$ cat src/rtl/aes128_stream_ctrl.sv
// ---------------------------------------------------------------------------
// aes128_stream_ctrl
//
// Stream front-end for aes128_core. Packs four 32-bit input words into a
// 128-bit plaintext block, launches the core with a one-cycle start pulse,
// captures the ciphertext on core_done_i and unpacks it into four 32-bit
// output words. Filling the next input block overlaps with encryption and
// draining, so blocks can stream back to back.
//
// Word order: the first word of a block occupies bits [127:96] and the
// fourth word occupies [31:0]. The output side emits [127:96] first.
//
// Optional feature (macro AES_CBC_EN):
//   Defined   - CBC chaining. The plaintext is XORed with a chain register
//               at launch. The chain register is loaded from iv_i by
//               iv_load_i while idle and takes each ciphertext on done.
//   Undefined - ECB. iv_i and iv_load_i are ignored.
//
// Ports:
//   clk, rst_n          clock, asynchronous active-low reset
//   key_i               AES key, sampled at launch
//   iv_i, iv_load_i     CBC initial vector and its load strobe
//   s_data_i/s_valid_i/s_ready_o   input word stream
//   m_data_o/m_valid_o/m_ready_i   output word stream
//   core_start_o        one-cycle start pulse to the core (registered)
//   core_key_o          key to the core, held from launch to next launch
//   core_pt_o           plaintext to the core, held from launch to next launch
//   core_ct_i           ciphertext from the core
//   core_ready_i        core idle
//   core_done_i         core result valid this cycle
//   busy_o              block in flight (LAUNCH or WAIT)
//
// N_WORDS must stay 4; it only names the block size in the counters.
// ---------------------------------------------------------------------------
module aes128_stream_ctrl #(
    parameter int N_WORDS = 4
) (
    input  logic         clk,
    input  logic         rst_n,
    input  logic [127:0] key_i,
    input  logic [127:0] iv_i,
    input  logic         iv_load_i,
    input  logic [31:0]  s_data_i,
    input  logic         s_valid_i,
    output logic         s_ready_o,
    output logic [31:0]  m_data_o,
    output logic         m_valid_o,
    input  logic         m_ready_i,
    output logic         core_start_o,
    output logic [127:0] core_key_o,
    output logic [127:0] core_pt_o,
    input  logic [127:0] core_ct_i,
    input  logic         core_ready_i,
    input  logic         core_done_i,
    output logic         busy_o
);

    localparam logic [1:0] IDLE   = 2'd0;
    localparam logic [1:0] LAUNCH = 2'd1;
    localparam logic [1:0] WAIT   = 2'd2;

    localparam logic [2:0] FULL = 3'(N_WORDS);

    logic [1:0]   state;
    logic [2:0]   in_cnt;
    logic [2:0]   out_cnt;
    logic [127:0] in_buf;
    logic [127:0] out_buf;
    logic [127:0] pt_next;
    logic         s_fire;
    logic         m_fire;
    logic         launch;

    // A full input buffer refuses further words; this is what turns a
    // stalled output side into backpressure on the input side.
    assign s_ready_o = (in_cnt != FULL);
    assign s_fire    = s_valid_i && s_ready_o;

    assign m_valid_o = (out_cnt != 3'd0);
    assign m_fire    = m_valid_o && m_ready_i;
    assign m_data_o  = out_buf[127:96];

    assign busy_o = (state != IDLE);

    // Launch only once the previous result has fully drained, so the single
    // output buffer can never be overwritten by the next ciphertext.
    assign launch = (state == IDLE) && (in_cnt == FULL) && (out_cnt == 3'd0);

`ifdef AES_CBC_EN
    logic [127:0] chain;

    always_ff @(posedge clk or negedge rst_n) begin
        if (!rst_n) begin
            chain <= '0;
        end else if (state == IDLE && iv_load_i) begin
            chain <= iv_i;
        end else if (state == WAIT && core_done_i) begin
            chain <= core_ct_i;
        end
    end

    assign pt_next = in_buf ^ chain;
`else
    // ECB build: the IV ports exist for a uniform interface but have no use.
    logic unused_iv;
    assign unused_iv = ^{iv_i, iv_load_i};

    assign pt_next = in_buf;
`endif

    // NOTE: all state below is updated with non-blocking assignments so that
    // every right-hand side reads the pre-edge value; later assignments in
    // the block deliberately override earlier ones for the same register.
    always_ff @(posedge clk or negedge rst_n) begin
        if (!rst_n) begin
            state        <= IDLE;
            in_cnt       <= 3'd0;
            in_buf       <= '0;
            out_cnt      <= 3'd0;
            out_buf      <= '0;
            core_start_o <= 1'b0;
            core_pt_o    <= '0;
            core_key_o   <= '0;
        end else begin
            core_start_o <= 1'b0;

            // Shifting in from the bottom leaves the first word at [127:96]
            // once four words have arrived.
            if (s_fire) begin
                in_buf <= {in_buf[95:0], s_data_i};
                in_cnt <= in_cnt + 3'd1;
            end

            if (m_fire) begin
                out_buf <= {out_buf[95:0], 32'd0};
                out_cnt <= out_cnt - 3'd1;
            end

            case (state)
                IDLE: begin
                    if (launch) begin
                        core_pt_o  <= pt_next;
                        core_key_o <= key_i;
                        in_cnt     <= 3'd0;
                        state      <= LAUNCH;
                    end
                end
                LAUNCH: begin
                    // Hold here without a pulse until the core is idle.
                    if (core_ready_i) begin
                        core_start_o <= 1'b1;
                        state        <= WAIT;
                    end
                end
                WAIT: begin
                    // out_cnt is zero throughout LAUNCH/WAIT, so no drain
                    // handshake can collide with this load.
                    if (core_done_i) begin
                        out_buf <= core_ct_i;
                        out_cnt <= FULL;
                        state   <= IDLE;
                    end
                end
                default: begin
                    state <= IDLE;
                end
            endcase
        end
    end

endmodule

$ cat config.mk
export PLATFORM = sky130hd
export DESIGN_NAME = aes128_stream_ctrl
export DESIGN_NICKNAME = d
export VERILOG_FILES = /design/src/rtl/aes128_stream_ctrl.sv
export SDC_FILE = /design/constraint.sdc
export NUM_CORES = 1
export LEC_CHECK = 0
export BUFFER_PORTS_ARGS = -buffer_cell sky130_fd_sc_hd__buf_4
export CAP_MARGIN = 25
export CORE_AREA = 2 2 277 279
export CTS_CLUSTER_SIZE = 8
export DETAILED_ROUTE_END_ITERATION = 7
export DIE_AREA = 0 0 279 281
export PLACE_DENSITY = 0.6
export SYNTH_ARGS = -nofsm -noshare
export SYNTH_HDL_FRONTEND = slang
export SYNTH_SLANG_ARGS = --single-unit
export TNS_END_PERCENT = 50
$ cat constraint.sdc
create_clock -name clk -period 4.03 [get_ports clk]
set_input_delay 0.806 -clock clk [delete_from_list [all_inputs] [get_ports clk]]
set_output_delay 0.806 -clock clk [all_outputs]
set_load 0.01 [all_outputs]
Yosys cells after proc, flatten, opt, wreduce, memory -nomap -nowiden
Index checks and enable logic that the tools add are counted.

cells by class
  muxes and demuxes = 15
  equality and inequality tests = 7
  $add $sub $neg = 2
  reduce and logical (&&, ||, !) cells = 10

operator list
  operator                                                                number
  128-bit 2-to-1 mux                                                      3
  3-bit 2-to-1 mux                                                        6
  2-bit 2-to-1 mux                                                        3
  2-bit != test (second input constant)                                   3
  2-bit case mux with 3 select lines                                      1
  1-bit logical AND                                                       4
  3-bit by 1-bit adder with 3-bit output (second input constant)          1
  3-bit equality test (second input constant)                             1
  3-bit zero test                                                         1
  3-bit != test (second input constant)                                   1
  3-bit AND reduction                                                     1
  3-bit nonzero test                                                      1
  3-bit by 1-bit subtractor with 3-bit output (second input constant)     1
  2-bit by 1-bit equality test with 1-bit output (second input constant)  1
  2-bit equality test (second input constant)                             1
  2-bit zero test                                                         1
  1-bit 2-to-1 mux                                                        2
  2-bit AND reduction                                                     1
  2-bit nonzero test                                                      1

storage, ports and cells
  bits in registers = 521
  word-level logic and storage cells = 42

Logic depth before layout (Yosys ltp)
Gate-level depths: netlist (run 1).

  depth after elaboration = 5
  gate-level depth with buffers = 9
  gate-level depth less buffers = 6

Least setup slack after synthesis (run 1)
Ideal clock, no wire load.

  kind = register to output
  start point = register out_cnt[0]
  end point = output m_valid_o
  buffers on the path = 3
  arrival = 1.518 ns
  stages on the path, launching flop included = 8
  slack = 1.706 ns
  data required time = 3.224 ns
  cells stage by stage = dfrtp_1 inv_1 ha_1 nor2b_1 clkbuf_1 inv_2 clkbuf_1 clkbuf_1

between the ends
  longest elaborated chain between the ends = 1

ends and longest elaborated chain
  what                    RTL line  source
  from (decl)             66        logic [2:0] out_cnt;
  from (signal assigned)  136       out_cnt <= out_cnt - 3'd1;
  3-bit nonzero test      79        assign m_valid_o = (out_cnt != 3'd0);
  to (decl)               47        output logic m_valid_o,

No other way between the ends.

Worst setup path in the final report (run 1)
Ends and elaborated chain as after synthesis.

==> out/metrics.cfg, run 1 <==
[sta]
final_max_slew_viol_count = 0
tightest_slew_ns = 0.964
max_slew_margin = 0.357
grt_setup_unrepaired = false
finalCritPeriodShare = 0.696
max_freq_ghz = 0.356
period_needed_ns = 2.81
hold_viol = 0
final-setup-viol-count = 0
skew_ns = 0.0399
final.setup.tns_ns = 0

[routing]
route.detailed.wl_per_inst_um = 19.4
ant_nets = 0
via_per_inst = 4.66
route.detailed.drc = 0
totalWireLength_mm = 59.1
drtPass1Iterations = 6
vias = 14200
drtIter0Drc = 765

[grt]
gr-total-overflow = 0
grt.total_usage = 0.147
grt_start_max_net_pins = 122
grt_pass1_vias = 15000
antenna_found_initial = 7
grt_pass1_wl_mm = 89.9

[logic_synthesis]
synth_top_cell_area_share = 0.632
synthFlopType = dfrtp_1
synth_commonest_cells = dfrtp_1 (521), mux2_1 (196), mux2_2 (188)
syn-cell-area_um2 = 20600
syn_inst = 1504
synth_nets = 1931
yosysMostFrequentCell = dfrtp_1
yosys-top-cells-area = dfrtp_1 (63%), mux2_1 (11%), mux2_2 (10%), a31oi_1 (2.9%), a21oi_1 (2.4%)
yosysSeqAreaShare = 0.632
yosysTopAreaCell = dfrtp_1
synth_edf_count = 0
yosysWarnings = 0
synth-seq-cells = 521
synth_cell_type_count = 32
synthArstFlopShare = 1.00
avgSynthCellArea_um2 = 13.7

[die]
io_pins = 715
rows = 101
initial_core_util = 0.273
core_area_um2 = 75400
dieArea_um2 = 78400
die_width_um = 279
fp.dieH_um = 281

[placed_design]
numPortBuffers = 585
hpwl_mm = 41.3
placed_area_um2 = 25800
gp_congestion = 0.808

[cts]
post_cts_buffers = 0
cts_resized = 0
postCtsHoldBufs = 0
clkTransAtPathRegs_ns = 0.05
clk-insertion-delay-late_ns = 0.62
root_buffer = clkbuf_16
cts_tree = yes
numCtsBuffers = 76
ctsLongestPathBuffers = 3
cts_sinks = 521
htreeDepth = 3

[pwr]
leakage_nw = 13.2
vdd_drop_max_v = 0.000364
power_density_nw_per_um2 = 770

[critical_path]
cp_max_fo = 24
critical_path_required_ns = 3.22
startpoint_type = flop
cp-end-kind = primary output
critPathArrivalTime_ns = 2.00
path_class = flop to primary output
ff2ff_setup_slack_ns = 1.25

[flow_run]
max-cap-violations = 0

[final_layout]
area_growth_pct = 35.8
fillCellCount = 7262
drive_gt1_frac = 0.437
nNetsFinal = 2484
finish.instance_area_um2 = 28000

[min_path]
hold_class = primary input to async pin

[run_status]
status = complete, no violations

## cell type report
class | instances | area (µm²) | area share
Timing Repair Buffer | 620 | 4790 | 0.171
Clock inverter | 10 | 201 | 0.00719
Inverter | 6 | 23.8 | 0.000849
Tap cell | 978 | 1220 | 0.0437
Multi-Input combinational cell | 832 | 6800 | 0.243
Sequential cell | 521 | 13000 | 0.466
Antenna cell | 3 | 7.51 | 0.000268
Clock buffer | 79 | 1910 | 0.0683
## cells by family (layout without fill, tap and decap cells)
family                     after synthesis  after routing  synth area share
AOI/OAI and AO/OA                      330            330            0.0922
xor gates and xnor gates                 1              1          0.000425
adders and majority gates                4              4           0.00243
buffers and inverters                  151            715            0.0399
DFF                                    521            521             0.632
muxes                                  384            384             0.210
other                                    0              3                 0
and+or+nand+nor                        113            113            0.0232
## placed cells by master, fill, tap and decap left out, types with 3 or more instances in the layout
cell type	n
mux2_2	188
a21oi_1	99
inv_1	4
clkinv_16	3
ha_1	4
clkbuf_1	3
buf_4	609
diode_2	3
a31oi_1	97
nor2_1	97
buf_12	9
a22o_1	32
mux2_1	196
clkinv_8	3
clkbuf_16	76
o21ai_0	98
dfrtp_1	521
## routing by layer
layer  share of wire  global-route usage
met3           0.086              0.0545
met4           0.023              0.0505
met5         0.00068                   0
met1            0.42               0.184
met2            0.47               0.233
## path summary, 6_finish.rpt
check	from	endpoint	cells past startpoint
max in group asynchronous	rst_n	core_key_o[85]$_DFFE_PN0P_	2
min in group clk	key_i[31]	core_key_o[31]$_DFFE_PN0P_	2
worst max register to register	out_cnt[0]$_DFF_PN0_	core_pt_o[28]$_DFFE_PN0P_	8
worst min register to register	in_buf[110]$_DFFE_PN0P_	core_pt_o[110]$_DFFE_PN0P_	1
worst max-delay path	out_cnt[0]$_DFF_PN0_	m_valid_o	5
worst min-delay path	rst_n	in_buf[52]$_DFFE_PN0P_	1
## through the flow
step	utilization	hold slack (ns)	worst slack, ns	power, mW	instances
2_1_floorplan	-	0.460	1.71	12.3	1504
3_3_place_gp	0.343	0.470	1.36	15.7	2956
3_5_place_dp	0.343	0.476	1.26	16.0	2956
4_1_cts	0.371	0.297	1.18	21.9	3045
5_1_grt	0.371	0.335	1.12	22.9	3049
6_report	0.371	0.298	1.22	21.6	3049
## critical path: stages (launching register included)
cell and delay, ns:
dfrtp_1 0.38, inv_1 0.11, ha_1 0.16, nor2b_4 0.15, clkinv_2 0.33, buf_4 0.28
## registers in the layout (all words and copies together) (netlist names)
register	cells
core_pt_o	128
out_cnt	3
out_buf	128
in_cnt	3
state	2
core_key_o	128
core_start_o	1
in_buf	128
## power breakdown
group | total (mW) | switching [mW] | leakage [nW] | internal (mW)
registers | 8.98 | 1.39 | 6.57 | 7.60
clock network | 5.76 | 2.32 | 1.02 | 3.44
logic | 6.82 | 3.11 | 5.59 | 3.71
(Power assumes the default switching activity.)
==> run 2: changes to the inputs <==
- ABC_AREA: unset -> 1
- CORE_AREA: 2 2 277 279 -> 2 2 275 277
- DIE_AREA: 0 0 279 281 -> 0 0 277 279
- PLACE_DENSITY: 0.6 -> 0.64
- clock period: 4.03 -> 2.5 ns (I/O delays scaled with it)
==> run 2 against run 1 <==
Effect of this change: synthesized area increased by 5.0%; cell count increased by 31%; clock skew increased by 0.022 ns; synthesized cell count increased by 65%; sequential share of layout area decreased by 1.7 points; combinational power increased by 72%; hold slack got worse by 0.24 ns; critical path depth decreased by 1; register-to-register slack got worse by 0.78 ns; design area increased by 3.7%; critical endpoint unchanged.
==> out/metrics.cfg, run 2 <==
[sta]
max_freq_ghz = 0.433
max_slew_margin = 0.575
tightest_slew_ns = 0.637
hold_viol = 0
grt_setup_unrepaired = false
finalCritPeriodShare = 0.923
skew_ns = 0.0621
final-setup-viol-count = 0
final_max_slew_viol_count = 0
period_needed_ns = 2.31
final.setup.tns_ns = 0

[run_status]
status = complete, no violations

[routing]
totalWireLength_mm = 68.0
via_per_inst = 4.41
dr.max_layer_used = met5
drtIter0Drc = 1363
wl_met1_mm = 29.7
route.detailed.wl_per_inst_um = 17.0
drtPass1Iterations = 5
routed-wl-met2_mm = 29.7
vias = 17600
wl_met3_mm = 6.88
ant_nets = 0
route.detailed.drc = 0

[logic_synthesis]
synthFlopType = dfrtp_1
yosys-top-cells-area = dfrtp_1 (60%), nand2_1 (12%), inv_1 (6.9%), o21ai_1 (5.5%), nand3_1 (5.3%)
syn_inst = 2485
yosysSeqAreaShare = 0.602
synth_commonest_cells = nand2_1 (716), dfrtp_1 (521), inv_1 (397)
syn-cell-area_um2 = 21700
synth_cell_type_count = 20
synth_nets = 2912
synthArstFlopShare = 1.00
synth_top_cell_area_share = 0.602
yosysWarnings = 0
yosysMostFrequentCell = nand2_1
yosysTopAreaCell = dfrtp_1
synth-seq-cells = 521
avgSynthCellArea_um2 = 8.72
synth_edf_count = 0

[cts]
cts_tree = yes
htreeDepth = 3
cts_sinks = 521
ctsLongestPathBuffers = 3
postCtsHoldBufs = 1
numCtsBuffers = 77
post_cts_buffers = 0
cts_resized = 0
root_buffer = clkbuf_16
clkTransAtPathRegs_ns = 0.06
clk-insertion-delay-late_ns = 0.64

[final_layout]
fillCellCount = 7446
multi_input_area_um2 = 6070
nNetsFinal = 3440
layout.area.seq_um2 = 13000
drive_gt1_frac = 0.241
area_growth_pct = 34.1
layout_common_cells = nand2_1 (715), buf_4 (604), dfrtp_1 (521)
final_common_cell = nand2_1

[grt]
gr-total-overflow = 0
grt_start_max_net_pins = 132
grt_pass1_vias = 17400
grt_pass1_wl_mm = 105
grt.total_usage = 0.173
antenna_found_initial = 18

[pwr]
power_density_nw_per_um2 = 1210
power_mw = 35.3
vdd_drop_max_v = 0.000621
leakage_nw = 15.6

[flow_run]
max-cap-violations = 0

[critical_path]
cp.depth = 4
cp_max_fo = 25
cp-end-kind = primary output
path_class = flop to primary output
critPathMaxStageDelay_ns = 0.38
r2r-end = out_buf[36]$_DFF_PN0_
ff2ff_setup_slack_ns = 0.47
crit_end = m_valid_o
path_delay_family = flip-flops
timing.critical_path.buf_inv = 2
worstPathCellList = inv_1 -> ha_1 -> nand2_4 -> buf_4
critPathArrivalTime_ns = 1.81
rr_worst_depth = 8
cp-startpoint = out_cnt[0]$_DFF_PN0_
critical_path_required_ns = 2.00
startpoint_type = flop
crit_slowest_cell = dfrtp_1
rr_startpoint = out_cnt[0]$_DFF_PN0_

[placed_design]
numPortBuffers = 585
hpwl_mm = 48.5
gp_congestion = 0.828

[die]
fp.dieH_um = 279
io_pins = 715
initial_core_util = 0.292
dieArea_um2 = 77300
rows = 100
die_width_um = 277
core_area_um2 = 74100

[min_path]
hold_class = primary input to flop

==> run 2: cells by family (layout without fill, tap and decap cells) <==
logic type                 Yosys count  in the layout  synth area share
other                                0              6                 0
AOI/OAI and AO/OA                  388            388            0.0897
and+or+nand+nor                    992            992             0.186
DFF                                521            521             0.602
buffers and inverters              579           1119             0.120
adders and majority gates            4              4           0.00231
xor gates and xnor gates             1              1          0.000404
==> run 2: worst min path at each step <==
stage	cells after the start	startpoint	end	slack (ns)
after global placement	1	rst_n	out_buf[0]$_DFF_PN0_	0.45
after detailed placement	1	rst_n	out_buf[0]$_DFF_PN0_	0.46
final	2	core_ready_i	state[0]$_DFFE_PN0P_	0.06
after CTS	2	core_ready_i	state[0]$_DFFE_PN0P_	0.01
after global routing	3	core_ct_i[86]	out_buf[86]$_DFF_PN0_	0.04
after floorplan	0	rst_n	core_key_o[0]$_DFFE_PN0P_	0.20
==> run 2: layer usage <==
layer | track usage | vias to the layer above
met3 | 0.0712 | 113
met1 | 0.229 | 8261
met5 | 0 | -
met4 | 0.0549 | 24
met2 | 0.258 | 574
li1 | - | 8667
==> run 2: where the power goes <==
group	total (mW)	internal [mW]	switching, mW
Combinational	11.7	5.23	6.51
Clock	9.56	5.64	3.92
Sequential	14.0	12.0	1.93
Total	35.3	22.9	12.4
==> run 2: final cells by class <==
cell class,instances,share of cell area
antenna,6,0.000517
clock buffer,78,0.0665
clock inverter,13,0.00892
inverter,399,0.0517
multi-input combinational,1385,0.209
sequential,521,0.449
tap,969,0.0417
timing repair buffer,629,0.173
==> run 2: metrics by stage <==
| step | area (µm²) | worst slack (ns) | hold slack (ns) | cells | utilization |
|---|---|---|---|---|---|
| 3_3_place_gp | 26800 | 0.529 | 0.449 | 3902 | 0.362 |
| 3_5_place_dp | 26800 | 0.463 | 0.458 | 3902 | 0.362 |
| 4_1_cts | 29000 | 0.158 | 0.0127 | 3994 | 0.392 |
| 6_report | 29000 | 0.192 | 0.0578 | 4000 | 0.392 |
| 5_1_grt | 29000 | 0.0824 | 0.0393 | 3997 | 0.392 |
| 2_1_floorplan | 21700 | 0.940 | 0.204 | 2485 | - |
==> run 3: changes to the inputs <==
- PLACE_DENSITY: 0.64 -> 0.62
- clock period: 2.5 -> 2.7 ns (I/O delays scaled with it)
==> run 3 against run 2 <==
Effect of this change: power down 7.8%; sequential power down 8%; clock power down 8.2%; clock skew down 0.0022 ns; critical path type unchanged; highest routed layer unchanged.
==> out/metrics.cfg, run 3 (same netlist as run 2, synthesis figures left out) <==
[critical_path]
path_class = flop to primary output
worstPathCellList = inv_1 -> ha_1 -> nand2_4 -> buf_4 -> buf_4
cp_common_cell = buf_4
critPathArrivalTime_ns = 1.95
cp_max_fo = 22
critical_path_required_ns = 2.16
crit_slowest_cell = dfrtp_1
startpoint_type = flop
cp-end-kind = primary output
critPathMaxStageDelay_ns = 0.37
timing.critical_path.buf_inv = 3
path_delay_family = buffers and inverters

[routing]
ant_nets = 0
route.detailed.drc = 0
vias = 17500
drtIter0Drc = 1354
via_per_inst = 4.38
route.detailed.wl_per_inst_um = 17.0
drtPass1Iterations = 5
totalWireLength_mm = 67.8

[grt]
gr-total-overflow = 0
antenna_found_initial = 13
grt_start_max_net_pins = 198
grt_pass1_wl_mm = 103
grt_pass1_vias = 16900
grt.total_usage = 0.173

[cts]
post_cts_buffers = 0
numCtsBuffers = 77
postCtsHoldBufs = 1
cts_tree = yes
cts_sinks = 521
root_buffer = clkbuf_16
clkTransAtPathRegs_ns = 0.06
cts_resized = 0
htreeDepth = 3
ctsLongestPathBuffers = 3
clk-insertion-delay-late_ns = 0.63

[sta]
setup_ws_ns = 0.213
tightest_slew_ns = 0.880
max_slew_margin = 0.413
grt_setup_unrepaired = false
final_max_slew_viol_count = 0
skew_ns = 0.0599
finalCritPeriodShare = 0.921
max_freq_ghz = 0.402
period_needed_ns = 2.49
worst_hold_slack_ns = 0.105
hold_viol = 0
final.setup.tns_ns = 0
final-setup-viol-count = 0

[placed_design]
gp_congestion = 0.831
hpwl_mm = 48.2
pre_cts_slack_ns = 0.608
placed_area_um2 = 26700
dp_cells = 3891
numPortBuffers = 585

[final_layout]
final_core_util = 0.390
layout.area.seq_um2 = 13000
nNetsFinal = 3429
fillCellCount = 7479
area_growth_pct = 33.5
final_cell_count_no_fill = 3989
multi_input_area_um2 = 6070
finish.instance_area_um2 = 28900
drive_gt1_frac = 0.238
final_common_cell = nand2_1
layout_common_cells = nand2_1 (715), buf_4 (596), dfrtp_1 (521)

[pwr]
vdd_drop_max_v = 0.000675
leakage_nw = 15.5
power_density_nw_per_um2 = 1120
power_mw = 32.5

[flow_run]
max-cap-violations = 0

[die]
dieArea_um2 = 77300
fp.dieH_um = 279
die_width_um = 277
core_area_um2 = 74100
initial_core_util = 0.292
io_pins = 715
rows = 100

[min_path]
hold_class = primary input to flop

[run_status]
status = complete, no violations

==> run 3: routing by layer <==
metal  track usage  part of all wire  vias to the layer above
met1         0.237              0.45                     8078
met4        0.0662             0.028                       12
met5             0            0.0012                        -
li1              -                 -                     8643
met3        0.0607             0.091                      118
met2         0.249              0.43                      606
==> run 3: layout make-up <==
cell class,count,share of cell area
multi-input cells,1385,0.210
diodes,5,0.000433
repair buffers,618,0.169
inverters,399,0.0519
clock buffers,81,0.0678
well taps,969,0.0419
clock inverters,11,0.00783
flip-flops and latches,521,0.451
==> run 3: where the power goes <==
| part | internal (mW) | total, mW | leakage [nW] | switching, mW |
|---|---|---|---|---|
| logic | 4.80 | 10.8 | 8.19 | 6.05 |
| registers | 11.2 | 12.9 | 6.29 | 1.74 |
| clock network | 5.19 | 8.78 | 1.06 | 3.58 |
==> run 3: final timing paths <==
path                                                   to  slack [ns]  cells after the start              startpoint
worst max-delay path                            m_valid_o        0.21                      5    out_cnt[0]$_DFF_PN0_
worst min-delay path                 state[0]$_DFFE_PN0P_        0.10                      2            core_ready_i
worst max register to register  core_pt_o[18]$_DFFE_PN0P_        0.60                      8    out_cnt[0]$_DFF_PN0_
worst min register to register     in_buf[72]$_DFFE_PN0P_        0.48                      2  in_buf[72]$_DFFE_PN0P_
max in group asynchronous       core_pt_o[63]$_DFFE_PN0P_        1.19                      3                   rst_n
min in group asynchronous            out_buf[9]$_DFF_PN0_        0.51                      2                   rst_n
